**src/rtl/alu_pipe_pkg.sv**
```systemverilog
// alu_pipe_pkg: shared definitions for the pipelined ALU.
//   - opcode encodings (0x0-0x7 match the original 3-bit ALU with op[3]=0)
//   - FSM state type for the top-level sequencer
//   - bit positions inside the 5-bit flags vector {illegal, ovf, neg, carry, zero}
package alu_pipe_pkg;

  localparam logic [3:0] OP_ADD  = 4'h0;
  localparam logic [3:0] OP_SUB  = 4'h1;
  localparam logic [3:0] OP_SLL  = 4'h2;
  localparam logic [3:0] OP_SRL  = 4'h3;
  localparam logic [3:0] OP_AND  = 4'h4;
  localparam logic [3:0] OP_OR   = 4'h5;
  localparam logic [3:0] OP_XOR  = 4'h6;
  localparam logic [3:0] OP_EQL  = 4'h7;
  localparam logic [3:0] OP_SRA  = 4'h8;
  localparam logic [3:0] OP_SLT  = 4'h9;
  localparam logic [3:0] OP_SLTU = 4'hA;
  localparam logic [3:0] OP_MUL  = 4'hB;

  typedef enum logic {
    ST_IDLE,
    ST_MUL
  } state_e;

  localparam int unsigned FLG_ZERO    = 0;
  localparam int unsigned FLG_CARRY   = 1;
  localparam int unsigned FLG_NEG     = 2;
  localparam int unsigned FLG_OVF     = 3;
  localparam int unsigned FLG_ILLEGAL = 4;
  localparam int unsigned NUM_FLAGS   = 5;

endpackage

```
**src/rtl/alu_mul_seq.sv**
```systemverilog
// alu_mul_seq: radix-2 shift-add multiplier, one partial product per cycle.
//   clk_i, reset_i : clock, asynchronous active-high reset
//   start          : load operands and begin (WIDTH iterations follow)
//   a, b           : unsigned operands
//   done           : product valid; holds until the next start
//   product        : full 2*WIDTH-bit product
// Only built into alu_pipe when ALU_MUL_EN is defined.
module alu_mul_seq #(
  parameter int unsigned WIDTH = 8
) (
  input  logic                 clk_i,
  input  logic                 reset_i,
  input  logic                 start,
  input  logic [WIDTH-1:0]     a,
  input  logic [WIDTH-1:0]     b,
  output logic                 done,
  output logic [2*WIDTH-1:0]   product
);

  localparam int unsigned CW = $clog2(WIDTH + 1);

  logic [2*WIDTH-1:0] acc_q;
  logic [2*WIDTH-1:0] mcand_q;
  logic [WIDTH-1:0]   mplier_q;
  logic [CW-1:0]      cnt_q;
  logic               armed_q;

  always_ff @(posedge clk_i or posedge reset_i) begin
    if (reset_i) begin
      acc_q    <= '0;
      mcand_q  <= '0;
      mplier_q <= '0;
      cnt_q    <= '0;
      armed_q  <= 1'b0;
    end else if (start) begin
      acc_q    <= '0;
      mcand_q  <= {{WIDTH{1'b0}}, a};
      mplier_q <= b;
      cnt_q    <= CW'(WIDTH);
      armed_q  <= 1'b1;
    end else if (cnt_q != '0) begin
      acc_q    <= acc_q + (mplier_q[0] ? mcand_q : '0);
      mcand_q  <= mcand_q << 1;
      mplier_q <= mplier_q >> 1;
      cnt_q    <= cnt_q - CW'(1);
    end
  end

  assign done    = armed_q && (cnt_q == '0);
  assign product = acc_q;

endmodule

```
**src/rtl/alu_pipe.sv**
```systemverilog
// alu_pipe: registered WIDTH-bit ALU with valid/ready handshakes and status flags.
//   clk_i, reset_i           : clock, asynchronous active-high reset
//   in_valid_i / in_ready_o  : operand handshake (a_i, b_i, op_i)
//   out_valid_o / out_ready_i: result handshake (alu_o, flags_o)
//   flags_o                  : {illegal, ovf, neg, carry, zero}
// Optional feature macro ALU_MUL_EN: enables the iterative multiplier for OP_MUL
// (latency WIDTH+1). Without it OP_MUL decodes as illegal.
module alu_pipe
  import alu_pipe_pkg::*;
#(
  parameter int unsigned WIDTH = 8
) (
  input  logic                 clk_i,
  input  logic                 reset_i,
  input  logic                 in_valid_i,
  output logic                 in_ready_o,
  input  logic [WIDTH-1:0]     a_i,
  input  logic [WIDTH-1:0]     b_i,
  input  logic [3:0]           op_i,
  output logic                 out_valid_o,
  input  logic                 out_ready_i,
  output logic [WIDTH-1:0]     alu_o,
  output logic [NUM_FLAGS-1:0] flags_o
);

  localparam int unsigned SHW = $clog2(WIDTH);

  state_e               state_q, state_d;
  logic                 can_load, accept, load;
  logic [WIDTH:0]       sum, diff;
  logic [SHW-1:0]       shamt;
  logic [WIDTH-1:0]     alu_res, res_d;
  logic                 alu_carry, alu_ovf, alu_ill;
  logic                 carry_d, ovf_d, ill_d;
  logic [NUM_FLAGS-1:0] flg_d;

  assign shamt = b_i[SHW-1:0];
  assign sum   = {1'b0, a_i} + {1'b0, b_i};
  assign diff  = {1'b0, a_i} - {1'b0, b_i};

  always_comb begin
    alu_res   = '0;
    alu_carry = 1'b0;
    alu_ovf   = 1'b0;
    alu_ill   = 1'b0;
    case (op_i)
      OP_ADD: begin
        alu_res   = sum[WIDTH-1:0];
        alu_carry = sum[WIDTH];
        alu_ovf   = (a_i[WIDTH-1] == b_i[WIDTH-1]) && (sum[WIDTH-1] != a_i[WIDTH-1]);
      end
      OP_SUB: begin
        alu_res   = diff[WIDTH-1:0];
        alu_carry = diff[WIDTH];
        alu_ovf   = (a_i[WIDTH-1] != b_i[WIDTH-1]) && (diff[WIDTH-1] != a_i[WIDTH-1]);
      end
      OP_SLL:  alu_res = a_i << shamt;
      OP_SRL:  alu_res = a_i >> shamt;
      OP_AND:  alu_res = a_i & b_i;
      OP_OR:   alu_res = a_i | b_i;
      OP_XOR:  alu_res = a_i ^ b_i;
      OP_EQL:  alu_res = {{(WIDTH-1){1'b0}}, a_i == b_i};
      OP_SRA:  alu_res = $signed(a_i) >>> shamt;
      OP_SLT:  alu_res = {{(WIDTH-1){1'b0}}, $signed(a_i) < $signed(b_i)};
      OP_SLTU: alu_res = {{(WIDTH-1){1'b0}}, a_i < b_i};
      // OP_MUL lands here too: illegal without the multiplier, and never
      // loaded from this path when the multiplier is present.
      default: alu_ill = 1'b1;
    endcase
  end

  assign can_load   = !out_valid_o || out_ready_i;
  assign in_ready_o = (state_q == ST_IDLE) && can_load;
  assign accept     = in_valid_i && in_ready_o;

`ifdef ALU_MUL_EN
  logic                 mul_start, mul_done, load_mul;
  logic [2*WIDTH-1:0]   mul_product;

  assign mul_start = accept && (op_i == OP_MUL);
  // A finished product waits in ST_MUL until the output register is free.
  assign load_mul  = (state_q == ST_MUL) && mul_done && can_load;
  assign load      = (accept && (op_i != OP_MUL)) || load_mul;

  alu_mul_seq #(.WIDTH(WIDTH)) u_mul (
    .clk_i   (clk_i),
    .reset_i (reset_i),
    .start   (mul_start),
    .a       (a_i),
    .b       (b_i),
    .done    (mul_done),
    .product (mul_product)
  );

  always_comb begin
    state_d = state_q;
    case (state_q)
      ST_IDLE: if (mul_start) state_d = ST_MUL;
      ST_MUL:  if (load_mul)  state_d = ST_IDLE;
      default: state_d = ST_IDLE;
    endcase
  end
`else
  assign load = accept;

  always_comb begin
    state_d = ST_IDLE;
  end
`endif

  always_comb begin
    res_d   = alu_res;
    carry_d = alu_carry;
    ovf_d   = alu_ovf;
    ill_d   = alu_ill;
`ifdef ALU_MUL_EN
    if (state_q == ST_MUL) begin
      res_d   = mul_product[WIDTH-1:0];
      carry_d = |mul_product[2*WIDTH-1:WIDTH];
      ovf_d   = 1'b0;
      ill_d   = 1'b0;
    end
`endif
    flg_d              = '0;
    flg_d[FLG_ZERO]    = (res_d == '0);
    flg_d[FLG_CARRY]   = carry_d;
    flg_d[FLG_NEG]     = res_d[WIDTH-1];
    flg_d[FLG_OVF]     = ovf_d;
    flg_d[FLG_ILLEGAL] = ill_d;
  end

  always_ff @(posedge clk_i or posedge reset_i) begin
    if (reset_i) begin
      state_q     <= ST_IDLE;
      out_valid_o <= 1'b0;
      alu_o       <= '0;
      flags_o     <= '0;
    end else begin
      state_q <= state_d;
      if (load) begin
        out_valid_o <= 1'b1;
        alu_o       <= res_d;
        flags_o     <= flg_d;
      end else if (out_ready_i) begin
        out_valid_o <= 1'b0;
      end
    end
  end

endmodule

```
**config.mk**
```make
export PLATFORM = sky130hd
export DESIGN_NAME = alu_pipe
export DESIGN_NICKNAME = d
export VERILOG_FILES = /design/src/rtl/alu_pipe_pkg.sv /design/src/rtl/alu_mul_seq.sv /design/src/rtl/alu_pipe.sv
export SDC_FILE = /design/constraint.sdc
export NUM_CORES = 1
export LEC_CHECK = 0
export CAP_MARGIN = 20
export CORE_UTILIZATION = 53
export CTS_BUF_LIST = sky130_fd_sc_hd__clkbuf_8
export DETAILED_ROUTE_END_ITERATION = 12
export PLACE_DENSITY = 0.79
export SLEW_MARGIN = 40
export SYNTH_ARGS = -nofsm -noshare
export SYNTH_HDL_FRONTEND = slang
export SYNTH_HIERARCHICAL = 1
export SYNTH_SLANG_ARGS = --single-unit
```
**constraint.sdc**
```tcl
create_clock -name clk_i -period 1.6 [get_ports clk_i]
set_input_delay 0.32 -clock clk_i [delete_from_list [all_inputs] [get_ports clk_i]]
set_output_delay 0.32 -clock clk_i [all_outputs]
set_load 0.005 [all_outputs]
```
==> impl_metrics.toml, run 1 <==
[synthesis]
synth_top_area_cell = "dfrtp_1"
synthesis.area_um2 = 2510
avgSynthCellArea_um2 = 7.78
synth_fp_nets = 374
synth_edf_count = 0
ys_top_cells_by_area = "dfrtp_1, ha_1, mux4_2"
synth_top_area_frac = 0.129
yosysWarnings = 6
ys_seq_area_frac = 0.129
ys.flop_type = "dfrtp_1"
netlist-cell-type-count = 61
synth_seq_cells = 13
syn_inst = 323
async_reset_ff_frac = 1.00

[die]
chipWidth_um = 70.9
ios = 39
die_h_um = 70.9
start_util = 0.565
num_rows = 24

[clock_tree]
cts_buffer_depth = 2
cts_resized = 165
cts_made_buffers = 3
h-tree-depth = 1
cts_post_setup_buffers_inserted = 28
cts_root_buf = "clkbuf_8"
hold_buffers = 0
cts.sinks = 13

[outcome]
status = "aborted with a tool error"
haltStage = "4_1_cts"
firstError = "[ERROR DPL-0033] detailed placement checks failed during check placement."

[placement]
gp_congestion = 0.983
portBuffers = 38
place_inst = 499
dp_hpwl_mm = 7.98
## cell usage after synthesis (all sizes together), types with 2 or more instances
cell     count
o31a         2
o21a         2
nor3b        2
nor4         4
and2         2
nor2b        4
mux4         8
a21oi       18
ha          25
o211ai       5
nor4b        3
nand4        7
nand2b       9
nand2       25
inv         28
mux2i       12
nand3b       2
a32o         2
o21ai       19
a211oi       5
or4          5
fa           2
a31oi        9
o311ai       3
mux2         3
a211o        3
o21bai       2
o22ai        7
clkbuf      12
or3          4
o2111ai      3
nor2        21
nor3        11
buf         13
o32ai        2
nand3        9
dfrtp       13
## stage by stage
step                      cell area [µm²]  setup slack, ns  hold WS, ns   util
after floorplan                      2610           -0.930        0.197      -
after global placement               3760            -1.41        0.460  0.847
after detailed placement             3760            -1.47        0.472  0.847
## kinds of logic after synthesis
family,after synthesis,synth area share
AND/OR/NAND/NOR,112,0.253
adder cells (fa/ha/maj),27,0.140
flip-flops,13,0.129
XOR/XNOR,1,0.00349
AO/OA/AOI/OAI,94,0.251
multiplexers,23,0.133
buffers and inverters,53,0.0901
==> run 2, diff against run 1 <==
CORE_UTILIZATION = 38   (was 53)
CTS_BUF_LIST = not set   (was sky130_fd_sc_hd__clkbuf_8)
PLACE_DENSITY = not set   (was 0.79)
PLACE_DENSITY_LB_ADDON = 0.15   (was not set)
==> run 2 against run 1 <==
Net effect:
- the flow now finishes, with violations (negative setup slack)
- area after synthesis is the same
- synthesized cell count unchanged
==> impl_metrics.toml, run 2 <==
[grt]
met3_usage = 0.0447
grt.total_usage = 0.325
grt.busiest_layer = "met2"
grt.overflow.total = 0
grt_max_degree = 20
grt_antenna_before_repair = 0
grt_pass1_wl_mm = 18.0
grt_pass1_vias = 3526
met2_usage = 0.558
use_met1 = 0.400

[drt]
drc = 0
via_per_inst = 6.21
drt_iter0_drc = 329
wl_mm = 12.2
ant_nets = 0
vias = 3563
wire_per_inst_um = 21.3
drt_first_pass_iters = 5

[placement]
dp_hpwl_mm = 7.23
portBuffers = 38
gp_congestion = 0.986
place_inst = 524

[die]
die_h_um = 83.3
num_rows = 29
ios = 39
coreArea_um2 = 6350
start_util = 0.396
chipWidth_um = 83.3
die_area_um2 = 6940

[synthesis]
synth_fp_nets = 374
syn_inst = 323
yosysWarnings = 6
synth.top_cells.by_count = "inv_1, ha_1, nand2_1"
netlist-cell-type-count = 61
synth_top_area_frac = 0.129
ys_seq_area_frac = 0.129
synthesis.area_um2 = 2510
synth_edf_count = 0
async_reset_ff_frac = 1.00
synth_top_area_cell = "dfrtp_1"
ys.flop_type = "dfrtp_1"
synth_seq_cells = 13
avgSynthCellArea_um2 = 7.78
ys_top_cells_by_area = "dfrtp_1, ha_1, mux4_2"
synth.most_common_cell = "inv_1"

[timing]
fin_ws_ns = -0.746
slew_headroom = 0.647
whs_ns = 0.400
period_needed_ns = 2.35
hold_viol = 0
finClkSkew_ns = 0.00267
rsz0062_at_grt = "yes"
setup_violations = 11
post-route-period-util = 1.47
drv_slew = 0
timing.fmax_mhz = 426
worstMarginPinSlew_ns = 0.528

[final_layout]
reg_top3 = "alu_o: 7 flops, flags_o: 5 flops, out_valid_o: 1 flops"
layoutNonFillerInstCount = 574
layout_common_cells = "buf_4, buf_6, nand2_1"
top_register = "alu_o"
final_nets = 549
area_delta_synth_final_pct = 95.0
mostFrequentLayoutCell = "buf_4"
largest_reg_flops = 7
antenna_cells = 0
nFillCells = 394
post-route-util = 0.772
layout-drive-gt1-share = 0.594

[clock_tree]
cts_root_buf = "clkbuf_8"
clock_latency_ns = 0.25
cts_tree = "built"
cts_made_buffers = 3
cts.sinks = 13
hold_buffers = 0
h-tree-depth = 1
clk_pin_slew_ns = 0.05
cts_buffer_depth = 2

[outcome]
status = "finished, violations left"
violations = "negative setup slack"

[power_and_ir_drop]
p_leak_nw = 2.11
powerDensity_nw_per_um2 = 458
irDropWorstVdd_v = 0.000569

[setup_path]
critPathRequiredTime_ns = 1.73
critPathCaptureType = "flop"
path_class = "in -> reg"
start_kind = "input port"
crit_fanout = 4
crit_arrival_ns = 2.48

[job]
drv_cap = 0

[hold_path]
holdCritPathClass = "in -> async"
[run 2: power breakdown]
part	leakage [nW]	total, mW	internal, mW	switching [mW]
registers	0.164	0.402	0.375	0.0266
logic	1.92	1.55	0.822	0.725
clock network	0.0228	0.296	0.176	0.120
[run 2: worst max-delay path: stages]
cell      delay, ns
buf_8          0.08
buf_6          0.12
inv_12         0.03
ha_4           0.15
fa_2           0.35
o21bai_1       0.17
a21oi_2        0.11
buf_4          0.15
nor3b_2        0.20
or4_1          0.15
nand4_1        0.18
buf_4          0.20
mux2_4         0.27
[run 2: what timing repair did]
item	4_1_cts	5_1_grt
endpoints found under the setup margin	12	11
cloned	3	1
pin swaps	47	38
buffers inserted	31	14
gates resized for setup	195	39
[run 2: metal layers]
| metal | wire length (µm) | up-vias | part of all wire |
|---|---|---|---|
| li1 | - | 1559 | - |
| met1 | 4750 | 1681 | 0.39 |
| met2 | 5850 | 243 | 0.48 |
| met3 | 906 | 80 | 0.074 |
| met4 | 718 | 0 | 0.059 |
| met5 | 0 | - | 0 |
[run 2: path summary, 6_finish.rpt]
path,start,end,slack [ns],depth (start not counted)
max,a_i[0],alu_o[0]$_DFFE_PP0P_,-0.75,13
min,reset_i,flags_o[1]$_DFFE_PP0P_,0.40,2
max reg2reg,out_valid_o$_DFFE_PP0P_,flags_o[0]$_DFFE_PP0P_,0.22,6
min reg2reg,alu_o[1]$_DFFE_PP0P_,alu_o[1]$_DFFE_PP0P_,0.47,2
max in group asynchronous,reset_i,out_valid_o$_DFFE_PP0P_,0.87,2
min in group clk_i,op_i[3],flags_o[4]$_DFFE_PP0P_,0.45,3
[run 2: cell type report]
class                           instances  area, µm²  area share
Sequential cell                        13        325      0.0664
Multi-Input combinational cell        257       2560       0.522
Timing Repair Buffer                  195       1740       0.356
Tap cell                               77       96.3      0.0197
Inverter                               28        130      0.0266
Clock buffer                            4       45.0     0.00919
[run 2: logic make-up after synthesis]
group / share of synthesized area
AND/OR/NAND/NOR: 0.253
AO/OA/AOI/OAI: 0.251
buffers and inverters: 0.0901
adder cells (fa/ha/maj): 0.140
multiplexers: 0.133
flip-flops: 0.129
XOR/XNOR: 0.00349
[run 2: metrics by stage]
step / TNS (ns) / worst slack, ns / area (µm²) / total power [mW]
2_1_floorplan: -5.71 / -0.930 / 2610 / 0.935
3_3_place_gp: -12.71 / -1.39 / 3790 / 1.47
3_5_place_dp: -13.06 / -1.44 / 3790 / 1.49
4_1_cts: -4.71 / -0.737 / 4650 / 2.08
5_1_grt: -5.95 / -0.834 / 4900 / 2.34
6_report: -5.18 / -0.746 / 4900 / 2.25
Power figures use the tool's default switching activity.
==> run 3, diff against run 2 <==
DONT_BUFFER_PORTS = 1   (was not set)
==> run 3 against run 2 <==
Net effect:
- the run still ends with negative setup slack left
- flip-flop and latch count did not move
- register-to-register slack got worse by 0.05 ns
- utilization fell by 21 points
- cell count fell by 18%
- power fell by 29%
- critical path type unchanged
- critical endpoint is now alu_o[6]$_DFFE_PP0P_
- largest cell class unchanged
- largest power group unchanged
- highest routed layer unchanged
==> impl_metrics.toml, run 3 (synthesis results as in run 2) <==
[final_layout]
layout_common_cells = "buf_4, nand2_1, inv_1"
reg_top3 = "alu_o: 7 flops, flags_o: 5 flops, out_valid_o: 1 flops"
final_nets = 444
antenna_cells = 0
seqCellArea_um2 = 325
layout-drive-gt1-share = 0.401
layoutNonFillerInstCount = 469
multi_input_area_um2 = 2260
mostFrequentLayoutCell = "buf_4"
nFillCells = 587
top_register = "alu_o"
post-route-util = 0.558
area_delta_synth_final_pct = 41.1
largest_reg_flops = 7

[timing]
post-route-period-util = 1.34
worstMarginPinSlew_ns = 0.495
setup_violations = 11
hold_viol = 0
period_needed_ns = 2.15
tns_ns = -2.50
rsz0062_at_grt = "yes"
drv_slew = 0
whs_ns = 0.199
slew_headroom = 0.661
finClkSkew_ns = 0.00345
timing.fmax_mhz = 465
fin_ws_ns = -0.549

[power_and_ir_drop]
irDropWorstVdd_v = 0.000451
p_leak_nw = 1.49
powerDensity_nw_per_um2 = 450
total_power_mw = 1.60

[clock_tree]
h-tree-depth = 1
clk_pin_slew_ns = 0.05
cts_root_buf = "clkbuf_8"
clock_latency_ns = 0.23
cts_made_buffers = 3
cts_tree = "built"
cts.sinks = 13
cts_buffer_depth = 2

[grt]
grt.total_usage = 0.244
grt_antenna_before_repair = 0
grt_max_degree = 24
grt.overflow.total = 0
grt_pass1_wl_mm = 13.7
grt_pass1_vias = 2669

[drt]
drt_iter0_drc = 290
wire_per_inst_um = 18.2
wl_mm = 8.54
vias = 2781
ant_nets = 0
via_per_inst = 5.93
drc = 0
drt_first_pass_iters = 5

[setup_path]
path_class = "in -> reg"
r2r-end = "flags_o[0]$_DFFE_PP0P_"
start_kind = "input port"
crit_arrival_ns = 2.27
critPathRequiredTime_ns = 1.72
crit_fanout = 6
rr_worst_depth = 6
critPathCaptureType = "flop"
reg2reg_from = "out_valid_o$_DFFE_PP0P_"
r2r_setup_slack_ns = 0.17

[die]
die_h_um = 83.3
die_area_um2 = 6940
chipWidth_um = 83.3
coreArea_um2 = 6350
ios = 39
num_rows = 29
start_util = 0.396

[job]
drv_cap = 0

[hold_path]
holdCritPathClass = "in -> reg"
hold_depth = 1
whs_endpoint = "out_valid_o$_DFFE_PP0P_"
min-delay-start = "in_valid_i"

[outcome]
violations = "negative setup slack"
status = "finished, violations left"

[placement]
place_inst = 457
portBuffers = 0
gp_congestion = 0.938
dp_hpwl_mm = 6.64
run 3: cell count changes in the layout (fill, tap and decap cells not counted), moves of 6 or more:
| cell | delta |
|---|---|
| buf_4 | -39 |
| buf_6 | -26 |
| clkdlybuf4s50_1 | -17 |
| inv_1 | +10 |
| inv_2 | -9 |
| ha_1 | +7 |
| dlygate4sd2_1 | -6 |
| nand2_1 | +6 |
| nand2_2 | -6 |
| o21ai_0 | +6 |
run 3: worst max-delay path by stage:
stage                 from                     end  slack [ns]
floorplan           b_i[1]    alu_o[6]$_DFFE_PP0P_       -0.93
global route        a_i[1]  flags_o[0]$_DFFE_PP0P_       -0.62
global placement    a_i[0]    alu_o[6]$_DFFE_PP0P_       -0.83
detailed placement  a_i[0]  flags_o[0]$_DFFE_PP0P_       -0.88
CTS                 a_i[0]  flags_o[0]$_DFFE_PP0P_       -0.55
finish              a_i[0]    alu_o[6]$_DFFE_PP0P_       -0.55
run 3: area by class of cell:
| cell class | instances | area share |
|---|---|---|
| Inverter | 28 | 0.0364 |
| Sequential cell | 13 | 0.0918 |
| Timing Repair Buffer | 90 | 0.196 |
| Tap cell | 77 | 0.0272 |
| Multi-Input combinational cell | 257 | 0.636 |
| Clock buffer | 4 | 0.0127 |
run 3: routing by layer:
layer,GRT usage,vias up,share of wire
met5,0,-,0
met4,0.0502,0,0.010
met3,0.0239,8,0.054
met2,0.401,106,0.47
met1,0.346,1324,0.46
li1,-,1343,-
run 3: report_power, final:
part	switching [mW]	internal [mW]	total [mW]
Combinational	0.429	0.475	0.905
Clock	0.105	0.175	0.280
Sequential	0.0359	0.376	0.412
Total	0.570	1.03	1.60
run 3: repair_timing:
item,CTS,global route
hold endpoints to repair,7,0
resized for setup,33,21
pin swaps,20,21
setup endpoints to repair,11,11
hold buffers,1,0
buffers inserted,8,6
run 3: stage by stage:
stage | worst slack, ns | area (µm²)
finish | -0.549 | 3540
floorplan | -0.930 | 2610
global route | -0.616 | 3540
global placement | -0.833 | 3170
detailed placement | -0.876 | 3170
CTS | -0.550 | 3410
run 3: critical path, stage by stage:
cell and delay [ns]:
ha_4 0.12, inv_2 0.04, fa_2 0.35, nand3b_1 0.20, a21boi_2 0.18, mux2i_1 0.21, nor2_1 0.06, or4_4 0.50
mux2_4 0.29
==> run 4, diff against run 3 <==
CORE_UTILIZATION = 55   (was 38)
clock period = 1.9 ns   (was 1.6 ns; I/O delays follow)
==> run 4 against run 3 <==
Net effect:
- flip-flop and latch count did not move
- critical path type unchanged
- hold slack worse by 0.16 ns
- global-route usage increased by 10 points
- the run still ends with negative setup slack left
==> impl_metrics.toml, run 4 (synthesis results as in run 2) <==
[final_layout]
area_delta_synth_final_pct = 35.1
final_nets = 439
mostFrequentLayoutCell = "buf_4"
layout_common_cells = "buf_4, nand2_1, inv_1"
largest_reg_flops = 7
nFillCells = 309
layout-drive-gt1-share = 0.372
reg_top3 = "alu_o: 7 flops, flags_o: 5 flops, out_valid_o: 1 flops"
top_register = "alu_o"
antenna_cells = 0

[outcome]
status = "finished, violations left"
violations = "negative setup slack"

[grt]
grt_max_degree = 24
grt_antenna_before_repair = 0
grt.overflow.total = 0
grt_pass1_vias = 2846
grt_pass1_wl_mm = 13.4
grt.total_usage = 0.344

[setup_path]
critPathCaptureType = "flop"
path_class = "in -> reg"
critPathRequiredTime_ns = 2.08
start_kind = "input port"
crit_arrival_ns = 2.41
crit_fanout = 6
critPathLaunch = "a_i[0]"
reg2reg_from = "out_valid_o$_DFFE_PP0P_"

[die]
ios = 39
die_area_um2 = 4840
chipWidth_um = 69.6
num_rows = 24
start_util = 0.573
coreArea_um2 = 4380
die_h_um = 69.6

[timing]
drv_slew = 0
period_needed_ns = 2.23
hold_viol = 0
slew_headroom = 0.678
whs_ns = 0.0437
post-route-period-util = 1.18
finClkSkew_ns = 0.00570
setup_violations = 7
worstMarginPinSlew_ns = 0.482
rsz0062_at_grt = "yes"
fin_ws_ns = -0.334
timing.fmax_mhz = 448

[power_and_ir_drop]
seqPwrFrac = 0.262
intPower_uw = 847
power_frac_clock = 0.181
power_switching_uw = 485
irDropWorstVdd_v = 0.000282
pwr-share-comb = 0.557
p_leak_nw = 1.46
powerDensity_nw_per_um2 = 392
sw_frac_of_total = 0.364

[clock_tree]
cts_root_buf = "clkbuf_8"
cts.sinks = 13
h-tree-depth = 1
cts_buffer_depth = 2
clock_latency_ns = 0.24
cts_made_buffers = 3
cts_tree = "built"
clk_pin_slew_ns = 0.06
hold_buffers = 0

[job]
drv_cap = 0

[drt]
vias = 2978
via_per_inst = 6.78
drt_iter0_drc = 375
wire_per_inst_um = 19.5
ant_nets = 0
wl_mm = 8.55
drt_first_pass_iters = 5
drc = 0

[placement]
gp_congestion = 0.969
portBuffers = 0
post-place-ws_ns = -0.669
dp_hpwl_mm = 6.29

[hold_path]
holdCritPathClass = "in -> async"
==> run 4: cell count changes in the layout (fill, tap and decap cells not counted), sizes merged <==
cell / before / now
dlygate4sd3: 1 / 0
clkinvlp: 3 / 2
buf: 89 / 85
inv: 25 / 26
==> run 4: per-stage QoR <==
stage | util | std cells | total power [mW] | area [µm²] | setup TNS [ns]
after global routing | 0.774 | 439 | 1.40 | 3390 | -1.42
after global placement | 0.706 | 426 | 0.967 | 3090 | -4.02
final | 0.774 | 439 | 1.33 | 3390 | -0.917
after detailed placement | 0.706 | 426 | 0.982 | 3090 | -4.26
after CTS | 0.737 | 433 | 1.26 | 3230 | -0.553
after floorplan | - | 323 | 0.787 | 2610 | -3.07
==> run 4: timing repair <==
| action | in CTS | in global routing |
|---|---|---|
| setup endpoints to repair | 9 | 11 |
| gates cloned | 0 | 0 |
| pin swaps | 14 | 22 |
| gates resized for setup | 17 | 26 |
| buffers inserted | 3 | 8 |
==> run 4: worst max-delay path: stages <==
cell      delay, ns
inv_12         0.01
ha_4           0.15
fa_2           0.38
and2_4         0.16
or3_1          0.30
a32o_1         0.28
a211oi_2       0.21
nand2_1        0.12
nor4_2         0.23
a32o_1         0.18
==> run 4: layout make-up <==
cell class                 instances  area, µm²  area share
clock buffer                       4       45.0      0.0133
inverter                          28        128      0.0376
multi-input combinational        257       2180       0.643
sequential                        13        325      0.0958
tap                               52       65.1      0.0192
timing repair buffer              85        649       0.191
==> run 4: path summary, 6_finish.rpt <==
path,endpoint,slack [ns],depth (start not counted)
worst max-delay path,flags_o[0]$_DFFE_PP0P_,-0.33,10
worst min-delay path,alu_o[3]$_DFFE_PP0P_,0.04,1
worst max register to register,flags_o[0]$_DFFE_PP0P_,0.36,6
worst min register to register,alu_o[5]$_DFFE_PP0P_,0.51,2
max in group asynchronous,alu_o[5]$_DFFE_PP0P_,1.53,1
min in group clk_i,out_valid_o$_DFFE_PP0P_,0.26,1
==> run 4: power groups by stage <==
stage / registers (mW) / clock network, mW / logic (mW)
after global placement: 0.351 / 0 / 0.616
after detailed placement: 0.354 / 0 / 0.628
after CTS: 0.350 / 0.243 / 0.663
final: 0.350 / 0.241 / 0.742
after floorplan: 0.344 / 0 / 0.443
after global routing: 0.354 / 0.253 / 0.797
==> run 4: metal layers <==
metal  GRT usage  routed length [µm]  share of wire
met2       0.566                4100           0.48
met1       0.464                3450           0.40
met5           0                   0              0
met4       0.132                 293          0.034
met3      0.0334                 697          0.082
==> RTL edit (settings of run 2) <==
`WIDTH`: 8 -> 4.
--- a/src/rtl/alu_pipe.sv
+++ b/src/rtl/alu_pipe.sv
@@ -8,7 +8,7 @@
 module alu_pipe
   import alu_pipe_pkg::*;
 #(
-  parameter int unsigned WIDTH = 8
+  parameter int unsigned WIDTH = 4
 ) (
   input  logic                 clk_i,
   input  logic                 reset_i,
Ports: changed (resized a_i, alu_o and b_i); port bits go from 39 to 27. No check against the original RTL was run, so the function may have changed too.
==> RTL edit against run 2 <==
- the flow still finishes with violations (setup timing)
- wire length shrank 60%
- largest power group unchanged
- global-route usage is 4.7 points lower
- sequential cell count down 4
- worst setup slack improved by 0.29 ns
- critical path depth decreased by 4
- critical endpoint is now alu_o[2]$_DFFE_PP0P_
- critical path type unchanged
- final area fell by 50%
- area after synthesis down 48%
- first-iteration DRC count is 79% lower
- power shrank 47%
==> RTL edit: results <==
export IMPL_portBuffers=26
export IMPL_via_per_inst=5.45
export IMPL_dp_cells=266
export IMPL_clk_pin_slew_ns=0.06
export IMPL_diodes=0
export IMPL_routed_wl_microns=4860
export IMPL_drtPass1Iterations=4
export IMPL_grt_max_degree=15
export IMPL_path_max_fanout=2
export IMPL_reg_top3="flags_o (5), alu_o (3), out_valid_o (1)"
export IMPL_drive_gt1_share_pct=51.5
export IMPL_clk_insertion_delay_late_ns=0.27
export IMPL_violations="setup timing"
export IMPL_drt_wirelength_per_cell_microns=17.0
export IMPL_setup_slack_ns=-0.460
export IMPL_syn_area_per_cell_sq_um=8.30
export IMPL_synth_warnings=6
export IMPL_p_sw_share_pct=35.9
export IMPL_drtIter0Drc=68
export IMPL_finClkSkew_ns=0.00104
export IMPL_hp_class="in -> async"
export IMPL_grt_pass1_wl_microns=7450
export IMPL_synth_top_cells_by_area="dfrtp_1 (17%), ha_1 (12%), a21oi_1 (4.6%), inv_1 (4.3%), nand2b_1 (3.8%)"
export IMPL_outcome="complete, but fails checks"
export IMPL_cp_arrival_ns=2.21
export IMPL_p_leak_nw=1.07
export IMPL_synthArstFlopShare_pct=100
export IMPL_clock_root_buffer="clkbuf_4"
export IMPL_first_global_vias=1592
export IMPL_ys_flop_type="dfrtp_1"
export IMPL_grt_usage_pct=27.8
export IMPL_synth_seq_area_share_pct=17.3
export IMPL_hpwlAfterDp_microns=3300
export IMPL_vdd_drop_max_mv=0.401
export IMPL_gp_congestion=0.853
export IMPL_antenna_found_initial=0
export IMPL_cts_buffers=3
export IMPL_fillers=208
export IMPL_cts_max_level=1
export IMPL_cts_buffer_depth=2
export IMPL_relSlewSlack_pct=64.2
export IMPL_fin_setup_tns_ns=-1.83
export IMPL_synth_top_cells_by_count="inv_1 (15), ha_1 (13), a21oi_1 (12)"
export IMPL_syn_num_nets=188
export IMPL_setup_violations=7
export IMPL_post_place_ws_ns=-1.12
export IMPL_synth_distinct_cells=51
-- RTL edit: cell count changes after synthesis, sizes merged, moves of 10 or more --
cell,change
ha,-12
nor2,-11
clkbuf,-12
nand2,-15
inv,-13
o21ai,-14
mux2i,-10
-- RTL edit: layout make-up --
cell class | instances | area, sq um | share of cell area (%)
Multi-Input combinational cell | 123 | 1210 | 49.9
Timing Repair Buffer | 90 | 821 | 33.8
Tap cell | 44 | 55.1 | 2.27
Inverter | 15 | 87.6 | 3.61
Sequential cell | 9 | 225 | 9.28
Clock buffer | 4 | 26.3 | 1.08
-- RTL edit: path summary, 6_finish.rpt --
check / slack [ns] / depth (start not counted) / end / startpoint
setup / recovery: -0.46 / 9 / alu_o[2]$_DFFE_PP0P_ / a_i[0]
hold / removal: 0.33 / 2 / out_valid_o$_DFFE_PP0P_ / reset_i
setup reg to reg: 0.20 / 5 / flags_o[0]$_DFFE_PP0P_ / out_valid_o$_DFFE_PP0P_
hold reg to reg: 0.47 / 2 / flags_o[4]$_DFFE_PP0P_ / flags_o[4]$_DFFE_PP0P_
max in group asynchronous: 1.00 / 2 / flags_o[1]$_DFFE_PP0P_ / reset_i
min in group clk_i: 0.47 / 2 / flags_o[4]$_DFFE_PP0P_ / flags_o[4]$_DFFE_PP0P_
-- RTL edit: cell families after synthesis --
logic type,Yosys count,synth area share (%)
buffers and inverters,25,9.89
and+or+nand+nor,51,22.4
muxes,7,6.72
AOI/OAI and AO/OA,47,26.1
adders and majority gates,15,15.6
DFF,9,17.3
xor gates and xnor gates,3,2.02
-- RTL edit: stage by stage --
stage / power, mW / area (sq um) / util (%)
3_5_place_dp: 0.844 / 2020 / 63.9
5_1_grt: 1.27 / 2430 / 76.9
6_report: 1.20 / 2430 / 76.9
4_1_cts: 1.14 / 2320 / 73.7
2_1_floorplan: 0.560 / 1400 / -
3_3_place_gp: 0.832 / 2020 / 63.9
-- RTL edit: metal layers --
layer	GRT usage [%]	routed length, microns
met1	35.3	2110
met2	47.3	2380
met3	5.54	238
met4	9.09	131
met5	0	0
-- RTL edit: critical path: stages --
cell	delay, ns
buf_6	0.10
buf_6	0.11
ha_4	0.15
fa_2	0.34
xor2_1	0.16
a21oi_2	0.16
nor2_2	0.07
or4_4	0.53
mux2_4	0.27
-- RTL edit: timing repair --
action,4_1_cts,5_1_grt
cloned,1,0
setup buffers,12,6
endpoints found under the hold margin,0,0
pin swaps,25,16
gates resized for setup,83,23
endpoints found under the setup margin,8,7
-- RTL edit: power groups by stage --
stage | clock, mW | combinational [mW] | sequential [mW]
floorplan | 0 | 0.279 | 0.281
global placement | 0 | 0.555 | 0.277
detailed placement | 0 | 0.564 | 0.280
CTS | 0.184 | 0.677 | 0.277
global route | 0.200 | 0.785 | 0.281
finish | 0.185 | 0.737 | 0.279
